$ cat src/rtl/cla_64_arbiter_pkg.sv
// Shared definitions for the arbitrated 64-bit carry-lookahead adder.
// Op encodings are shared by the requesters and the operand mux.
package cla_64_arbiter_pkg;

   localparam int W = 64;

   typedef enum logic [1:0] {
      OP_ADD = 2'b00,
      OP_SUB = 2'b01,
      OP_ADC = 2'b10,
      OP_SBC = 2'b11
   } op_e;

   // Subtract-type ops feed ~b into the adder.
   function automatic logic op_inverts_b(input op_e op);
      return op[0];
   endfunction

   // Chained ops take their carry-in from the requester's saved carry.
   function automatic logic op_uses_saved_carry(input op_e op);
      return op[1];
   endfunction

endpackage

$ cat src/rtl/cla_64.sv
// 64-bit carry-lookahead adder: sixteen 4-bit lookahead groups with
// group generate/propagate rippling between groups.
module cla_64 (
   input  logic [63:0] a,
   input  logic [63:0] b,
   input  logic        cin,
   output logic [63:0] sum,
   output logic        cout
);

   logic [63:0] g;
   logic [63:0] p;
   logic [16:0] c_grp;

   assign g        = a & b;
   assign p        = a ^ b;
   assign c_grp[0] = cin;
   assign cout     = c_grp[16];

   generate
      for (genvar gi = 0; gi < 16; gi++) begin : g_grp
         logic [3:0] gg;
         logic [3:0] pp;
         logic [3:0] c;
         logic       grp_g;
         logic       grp_p;

         assign gg    = g[4*gi +: 4];
         assign pp    = p[4*gi +: 4];
         assign c[0]  = c_grp[gi];
         assign c[1]  = gg[0] | (pp[0] & c[0]);
         assign c[2]  = gg[1] | (pp[1] & gg[0]) | (pp[1] & pp[0] & c[0]);
         assign c[3]  = gg[2] | (pp[2] & gg[1]) | (pp[2] & pp[1] & gg[0])
                      | (pp[2] & pp[1] & pp[0] & c[0]);
         assign grp_g = gg[3] | (pp[3] & gg[2]) | (pp[3] & pp[2] & gg[1])
                      | (pp[3] & pp[2] & pp[1] & gg[0]);
         assign grp_p = &pp;

         assign c_grp[gi+1]    = grp_g | (grp_p & c[0]);
         assign sum[4*gi +: 4] = pp ^ c;
      end
   endgenerate

endmodule

$ cat src/rtl/cla_64_arbiter_rr_arbiter.sv
// Round-robin picker: first valid index at or after rr_ptr, wrapping;
// while lock_en is set only lock_id is eligible.
module rr_arbiter #(
   parameter int NREQ = 4,
   parameter int IDW  = 2
) (
   input  logic [NREQ-1:0] valid,
   input  logic [IDW-1:0]  rr_ptr,
   input  logic            lock_en,
   input  logic [IDW-1:0]  lock_id,
   output logic [NREQ-1:0] grant,
   output logic [IDW-1:0]  grant_id,
   output logic            grant_any
);

   logic [NREQ-1:0] mask;
   logic [NREQ-1:0] cand;

   generate
      for (genvar gi = 0; gi < NREQ; gi++) begin : g_mask
         assign mask[gi] = !lock_en || (lock_id == IDW'(gi));
      end
   endgenerate

   assign cand = valid & mask;

   always_comb begin
      int idx;
      grant     = '0;
      grant_id  = '0;
      grant_any = 1'b0;
      idx       = 0;
      for (int k = 0; k < NREQ; k++) begin
         idx = int'(rr_ptr) + k;
         if (idx >= NREQ) idx = idx - NREQ;
         if (!grant_any && cand[idx]) begin
            grant[idx] = 1'b1;
            grant_id   = IDW'(idx);
            grant_any  = 1'b1;
         end
      end
   end

endmodule

$ cat src/rtl/cla_64_arbiter.sv
// Shares one cla_64 between NREQ requesters with round-robin arbitration,
// a chaining lock and a single registered, back-pressured result slot.
module cla_64_arbiter
   import cla_64_arbiter_pkg::*;
#(
   parameter int NREQ = 4,
   parameter int IDW  = 2
) (
   input  logic              clk,
   input  logic              rst_n,
   input  logic [NREQ-1:0]   req_valid,
   output logic [NREQ-1:0]   req_ready,
   input  logic [2*NREQ-1:0] req_op,
   input  logic [NREQ-1:0]   req_lock,
   input  logic [W*NREQ-1:0] req_a,
   input  logic [W*NREQ-1:0] req_b,
   output logic              res_valid,
   input  logic              res_ready,
   output logic [W-1:0]      res_sum,
   output logic [IDW-1:0]    res_id,
   output logic              res_carry,
   output logic              res_ovf,
   output logic              res_zero
);

   logic            res_valid_reg;
   logic [W-1:0]    res_sum_reg;
   logic [IDW-1:0]  res_id_reg;
   logic            res_carry_reg;
   logic            res_ovf_reg;
   logic            res_zero_reg;
   logic [NREQ-1:0] carry_q_reg;
   logic [IDW-1:0]  rr_ptr_reg;
   logic [IDW-1:0]  rr_ptr_next;
   logic            lock_en_reg;
   logic [IDW-1:0]  lock_id_reg;

   logic            free;
   logic            accept;
   logic [NREQ-1:0] grant;
   logic [IDW-1:0]  grant_id;
   logic            grant_any;

   op_e             op_sel;
   logic            lock_sel;
   logic            carry_sel;
   logic [W-1:0]    a_sel;
   logic [W-1:0]    b_sel;
   logic [W-1:0]    b_eff;
   logic            cin;
   logic [W-1:0]    sum;
   logic            cout;
   logic            cin_msb;

   assign free = !res_valid_reg || res_ready;

   rr_arbiter #(
      .NREQ (NREQ),
      .IDW  (IDW)
   ) u_rr_arbiter (
      .valid     (req_valid & {NREQ{free}}),
      .rr_ptr    (rr_ptr_reg),
      .lock_en   (lock_en_reg),
      .lock_id   (lock_id_reg),
      .grant     (grant),
      .grant_id  (grant_id),
      .grant_any (grant_any)
   );

   // The grant is combinational, so it must be forced low while reset is held.
   assign req_ready = grant & {NREQ{rst_n}};
   assign accept    = grant_any && rst_n;

   always_comb begin
      op_sel    = OP_ADD;
      lock_sel  = 1'b0;
      carry_sel = 1'b0;
      a_sel     = '0;
      b_sel     = '0;
      for (int i = 0; i < NREQ; i++) begin
         if (grant[i]) begin
            op_sel    = op_e'(req_op[2*i +: 2]);
            lock_sel  = req_lock[i];
            carry_sel = carry_q_reg[i];
            a_sel     = req_a[W*i +: W];
            b_sel     = req_b[W*i +: W];
         end
      end
   end

   // Carry 1 means "no borrow", so SUB starts with cin 1 and SBC reuses it.
   always_comb begin
      b_eff = op_inverts_b(op_sel) ? ~b_sel : b_sel;
      if (op_uses_saved_carry(op_sel))
         cin = carry_sel;
      else
         cin = op_inverts_b(op_sel);
   end

   cla_64 u_cla_64 (
      .a    (a_sel),
      .b    (b_eff),
      .cin  (cin),
      .sum  (sum),
      .cout (cout)
   );

   assign cin_msb     = a_sel[W-1] ^ b_eff[W-1] ^ sum[W-1];
   assign rr_ptr_next = (grant_id == IDW'(NREQ-1)) ? '0 : grant_id + IDW'(1);

   always_ff @(posedge clk or negedge rst_n) begin
      if (!rst_n) begin
         res_valid_reg <= 1'b0;
         res_sum_reg   <= '0;
         res_id_reg    <= '0;
         res_carry_reg <= 1'b0;
         res_ovf_reg   <= 1'b0;
         res_zero_reg  <= 1'b0;
         rr_ptr_reg    <= '0;
         lock_en_reg   <= 1'b0;
         lock_id_reg   <= '0;
      end else if (accept) begin
         res_valid_reg <= 1'b1;
         res_sum_reg   <= sum;
         res_id_reg    <= grant_id;
         res_carry_reg <= cout;
         res_ovf_reg   <= cout ^ cin_msb;
         res_zero_reg  <= (sum == '0);
         if (lock_sel) begin
            lock_en_reg <= 1'b1;
            lock_id_reg <= grant_id;
         end else begin
            lock_en_reg <= 1'b0;
            rr_ptr_reg  <= rr_ptr_next;
         end
      end else if (res_ready) begin
         res_valid_reg <= 1'b0;
      end
   end

   generate
      for (genvar gi = 0; gi < NREQ; gi++) begin : g_carry
         always_ff @(posedge clk or negedge rst_n) begin
            if (!rst_n)
               carry_q_reg[gi] <= 1'b0;
            else if (accept && grant[gi])
               carry_q_reg[gi] <= cout;
         end
      end
   endgenerate

   assign res_valid = res_valid_reg;
   assign res_sum   = res_sum_reg;
   assign res_id    = res_id_reg;
   assign res_carry = res_carry_reg;
   assign res_ovf   = res_ovf_reg;
   assign res_zero  = res_zero_reg;

endmodule
$ cat config.mk
export PLATFORM = sky130hd
export DESIGN_NAME = cla_64_arbiter
export DESIGN_NICKNAME = d
export VERILOG_FILES = /design/src/rtl/cla_64_arbiter_pkg.sv /design/src/rtl/cla_64.sv /design/src/rtl/cla_64_arbiter_rr_arbiter.sv /design/src/rtl/cla_64_arbiter.sv
export SDC_FILE = /design/constraint.sdc
export NUM_CORES = 1
export LEC_CHECK = 0
export BUFFER_PORTS_ARGS = -buffer_cell sky130_fd_sc_hd__buf_2
export CAP_MARGIN = 20
export CORE_AREA = 2 2 232 234
export CTS_CLUSTER_DIAMETER = 80
export DETAILED_ROUTE_END_ITERATION = 16
export DIE_AREA = 0 0 234 236
export PLACE_DENSITY_LB_ADDON = 0.2
export SLEW_MARGIN = 20
export SYNTH_ARGS = -nofsm -noshare
export SYNTH_HDL_FRONTEND = slang
export SYNTH_SLANG_ARGS = --single-unit
$ cat constraint.sdc
create_clock -name clk -period 21.8 [get_ports clk]
set_input_delay 2.18 -clock clk [delete_from_list [all_inputs] [get_ports clk]]
set_output_delay 2.18 -clock clk [all_outputs]
set_load 0.01 [all_outputs]
==> flow_summary.ini, run 1 <==
[run_status]
status = complete, no violations

[timing]
finalMaxSlewViolations = 0
finClkSkew_ns = 0.00941
setup_viol = 0
hold_violations = 0
relSlewSlack_pct = 29.3
fin_crit_ns = 11.81
fin_tns_setup_ns = 0
rsz0062_at_grt = no
worst_pin_slew_ns = 1.05
timing.fmax_mhz = 84.7
timing.hold.ws_ns = 0.472
post-route-period-util_pct = 54.2

[global_routing]
grt_pass1_vias = 13700
grt-ovfl-total = 0
grt_max_degree = 142
grt_pass1_wl_microns = 93600
antenna_found_initial = 11
grtUsageTotal_pct = 23.0

[detailed_routing]
vias_per_cell = 5.08
wl_per_cell_microns = 24.0
drt_iter0_drc = 977
wl_microns = 65500
drtPass1Iterations = 5
route.vias.total = 13900
drc = 0
ant_nets = 0

[logic_synthesis]
syn-num-nets = 2124
synth_top_family_by_area = compound AO/OA/AOI/OAI gates
synth_cells = 1506
synth_edf_count = 0
synth_adder_area_share_pct = 11.0
synth_flop_cell = dfrtp_1
synth_cell_types = 73
ys_ff_latch = 79
synth-xor-area-share_pct = 9.30
yosys.area_share.simple_pct = 21.1
synth.cell_area_sq_um = 11000
avgSynthCellArea_sq_um = 7.32
synth_mux_area_share_pct = 1.95
synth_top_area_share_pct = 17.9
synthTopCellsByArea = dfrtp_1, a221oi_1, ha_1
synth_compound_area_share_pct = 32.8
synth-seq-area-share_pct = 17.9
synth_top_area_cell = dfrtp_1
async_flop_share_pct = 100
yosysWarnings = 0

[cts]
hold_buffers = 0
cts_tree = yes
cts_buffers = 9
htree_levels = 3
clock-root-buffer = clkbuf_16
cts_sinks = 79
ctsResizeCount = 0
clockBufferDepth = 2
insertion_delay_ns = 0.36
cts_setup_buffers = 0
cts.clk_slew.worst_paths_ns = 0.07

[hold_path]
hp-class = reg -> reg

[finish]
final_cell_mix = buf_2, nor2_1, nand2_1
final_common_cell = buf_2
utilization_pct = 28.3
drive_gt1_share_pct = 33.0
largest_register_ffs = 64
syn_to_final_growth_pct = 36.1
nets = 2638
fillers = 5952

[place]
gp_congestion = 0.956
port_buffers = 604
dp_hpwl_microns = 55200

[setup_path]
critPathLaunchType = input port
cp.arrival_ns = 12.09
worst-path-buf-inv = 4
critPathSlowestCell = a2111oi_0
path_class = in -> reg
critPathMostFrequentCell = a21oi_1
endpoint_kind = flop
worst_ep_required_time_ns = 22.08
crit_fanout = 72
crit_family = compound AO/OA/AOI/OAI gates
cpPeakStageDelay_ns = 0.74

[floorplanning]
start_util_pct = 20.8
core_area_sq_um = 53100
die_w_microns = 234
die_area_sq_um = 55200
io_pins = 605
die_h_microns = 236
rows = 85

[run]
maxCapViolations = 0
==> Yosys cell counts (3+ instances only) <==
master	n
xnor2_1	19
a221oi_1	132
buf_1	19
nor2b_1	9
o211ai_1	3
a21boi_0	3
and3_1	8
or2_2	4
clkbuf_1	90
nor4_1	7
a211o_1	7
dfrtp_1	79
a211oi_1	13
nand2_1	158
o31ai_1	50
or3_1	5
mux2_2	10
xor2_1	98
and4_1	4
a21oi_1	125
buf_6	3
and2_1	8
nor3_1	102
o2111ai_1	3
nand3_1	14
a221o_1	3
ha_1	71
nor2_1	165
inv_1	54
a31oi_1	15
a2111oi_0	4
o21a_1	10
o21ai_0	90
nand4_1	18
fa_1	16
nand2b_1	8
mux2i_1	8
a21o_1	18
o21bai_1	10
==> cell type report <==
class / instances / area, sq um / area share [%]
Clock inverter: 7 / 103 / 0.684
Tap cell: 696 / 871 / 5.80
Timing Repair Buffer: 616 / 3150 / 21.0
Antenna cell: 7 / 17.5 / 0.117
Multi-Input combinational cell: 1259 / 8450 / 56.3
Sequential cell: 79 / 1980 / 13.2
Clock buffer: 9 / 225 / 1.50
Inverter: 55 / 206 / 1.38
==> worst reg2reg max path, delay by kind of cell (launching register included) <==
kind	cells	cell delay, ns
flops	1	0.65
xor+xnor	2	0.46
buf+inv	4	1.67
compound gates	18	4.78
simple gates	11	2.23
fa+ha+maj	3	1.07
==> kinds of logic (layout without fill, tap and decap cells) <==
group	Yosys count	after routing
buffers and inverters	168	687
adder cells (fa/ha/maj)	87	87
multiplexers	19	19
AND/OR/NAND/NOR	519	519
AO/OA/AOI/OAI	517	517
flip-flops	79	79
XOR/XNOR	117	117
other	0	7
==> metal layers <==
metal  share of wire, %  track usage [%]
met2                 48             38.6
met4                1.6             4.49
met3                5.1             2.83
met5              0.020                0
met1                 45             31.4
==> per-stage QoR <==
stage	std cells	area [sq um]	worst slack (ns)
6_report	2728	15000	9.99
5_1_grt	2726	15000	9.24
4_1_cts	2721	15000	10.12
3_5_place_dp	2705	14700	9.74
3_3_place_gp	2705	14700	10.16
2_1_floorplan	1506	11000	11.82
==> final timing paths <==
check / start / to / slack (ns) / cells after the start
min in group asynchronous: rst_n / res_sum[30] / 1.88 / 1
max in group asynchronous: rst_n / res_sum[52] / 18.92 / 2
max reg2reg: flop / res_zero / 10.82 / 38
min reg2reg: res_sum[51] / res_sum[51] / 0.47 / 2
min: res_sum[51] / res_sum[51] / 0.47 / 2
max: req_valid[1] / res_zero / 9.99 / 37
Power of run 1 is left out: the tool's default activity adds up to more than one toggle a clock period on the data nets, which glitch-free logic cannot reach.
==> inputs of run 2 (changes only) <==
Clock period 21.8 ns to 10.3 ns, I/O delays scaled along.
==> flow_summary.ini, run 2 (synthesis results as in run 1) <==
[setup_path]
critPathLaunchType = flop
critPathMostFrequentCell = a21oi_1
critPathSlowestCell = dfrtp_1
crit_fanout = 38
r2r-start = rr_ptr_reg[1]
ff2ff_path_depth = 35
path_class = reg -> reg
cp.arrival_ns = 9.81
r2r-end = res_zero
endpoint_kind = flop
worst_ep_required_time_ns = 10.57
reg2reg_slack_ns = 0.76
cpPeakStageDelay_ns = 0.51

[global_routing]
grtUsageTotal_pct = 23.1
grt_pass1_wl_microns = 93600
antenna_found_initial = 9
grt-ovfl-total = 0
grt_max_degree = 65
grt_pass1_vias = 13600

[detailed_routing]
route.vias.total = 14100
drt_iter0_drc = 1034
wl_microns = 68600
wl_per_cell_microns = 24.9
drc = 0
ant_nets = 0
vias_per_cell = 5.12
drtPass1Iterations = 5

[finish]
largest_register_ffs = 64
final_common_cell = buf_2
fin_cells = 2753
fillers = 5838
drive_gt1_share_pct = 34.4
nets = 2668
syn_to_final_growth_pct = 38.9
final_cell_mix = buf_2, nor2_1, nand2_1
utilization_pct = 28.9

[timing]
worst_pin_slew_ns = 1.04
fin_tns_setup_ns = 0
timing.fmax_mhz = 105
hold_violations = 0
fin_crit_ns = 9.54
timing.hold.ws_ns = 0.472
setup_viol = 0
finClkSkew_ns = 0.00684
post-route-period-util_pct = 92.6
relSlewSlack_pct = 30.5
finalMaxSlewViolations = 0

[cts]
clockBufferDepth = 2
htree_levels = 3
cts.clk_slew.worst_paths_ns = 0.06
cts_tree = yes
clock-root-buffer = clkbuf_16
cts_sinks = 79
insertion_delay_ns = 0.36
hold_buffers = 0
cts_buffers = 9

[floorplanning]
start_util_pct = 20.8
core_area_sq_um = 53100
die_w_microns = 234
die_area_sq_um = 55200
rows = 85
die_h_microns = 236
io_pins = 605

[hold_path]
hp-start = res_sum[49]
hp-class = reg -> reg
hold_depth = 2
min_to = res_sum[49]

[place]
post-place-cells = 2730
gp_congestion = 0.954
port_buffers = 604
dp_hpwl_microns = 56800

[run_status]
status = complete, no violations

[run]
maxCapViolations = 0
==> run 2: changes by cell type in the layout (fill, tap and decap cells not counted), sizes merged, moves of 2 or more <==
cell    before  now
o221a        2    4
clkinv       1    3
inv         58   55
buf        616  643
diode        7    2
==> run 2: how the worst max path moves through the flow <==
stage / startpoint / cells after the start / slack [ns] / to
2_1_floorplan: res_ready / 35 / 1.47 / res_zero
3_3_place_gp: res_ready / 33 / 0.54 / res_zero
3_5_place_dp: res_ready / 33 / 0.40 / res_zero
4_1_cts: flop / 32 / 0.48 / res_zero
5_1_grt: rr_ptr_reg[1] / 34 / -0.07 / res_zero
6_report: rr_ptr_reg[1] / 35 / 0.76 / res_zero
==> run 2: area by class of cell <==
type	count	area (sq um)	area share, %
Antenna cell	2	5.00	0.0327
Clock buffer	9	225	1.47
Clock inverter	7	97.6	0.637
Inverter	55	206	1.35
Multi-Input combinational cell	1262	8520	55.7
Sequential cell	79	1980	12.9
Tap cell	696	871	5.69
Timing Repair Buffer	643	3410	22.2
==> run 2: timing repair <==
action	in CTS	in global routing
endpoints found under the setup margin	0	1
resized for setup	0	12
setup buffers	0	2
==> run 2: stage by stage <==
| step | setup slack, ns | area [sq um] |
|---|---|---|
| final | 0.760 | 15300 |
| after global routing | -0.0735 | 15300 |
| after floorplan | 1.47 | 11000 |
| after global placement | 0.536 | 14900 |
| after CTS | 0.485 | 15200 |
| after detailed placement | 0.398 | 14900 |
==> run 2: metal layers <==
metal  vias to the layer above  wire (microns)  global-route usage, %
li1                       6702               -                      -
met1                      6785           30700                   31.4
met2                       551           33000                   38.8
met3                        60            3370                   2.57
met4                         4            1440                   5.60
met5                         -              27                      0
==> run 2: worst max-delay path, delay by kind of cell, from the launching register on <==
kind,cells,cell delay [ns]
buffers and inverters,3,0.93
AND/OR/NAND/NOR,9,1.55
AO/OA/AOI/OAI,18,4.95
XOR/XNOR,2,0.38
adder cells (fa/ha/maj),3,1.09
flip-flops,1,0.51
Power of run 2 is left out for the same reason.
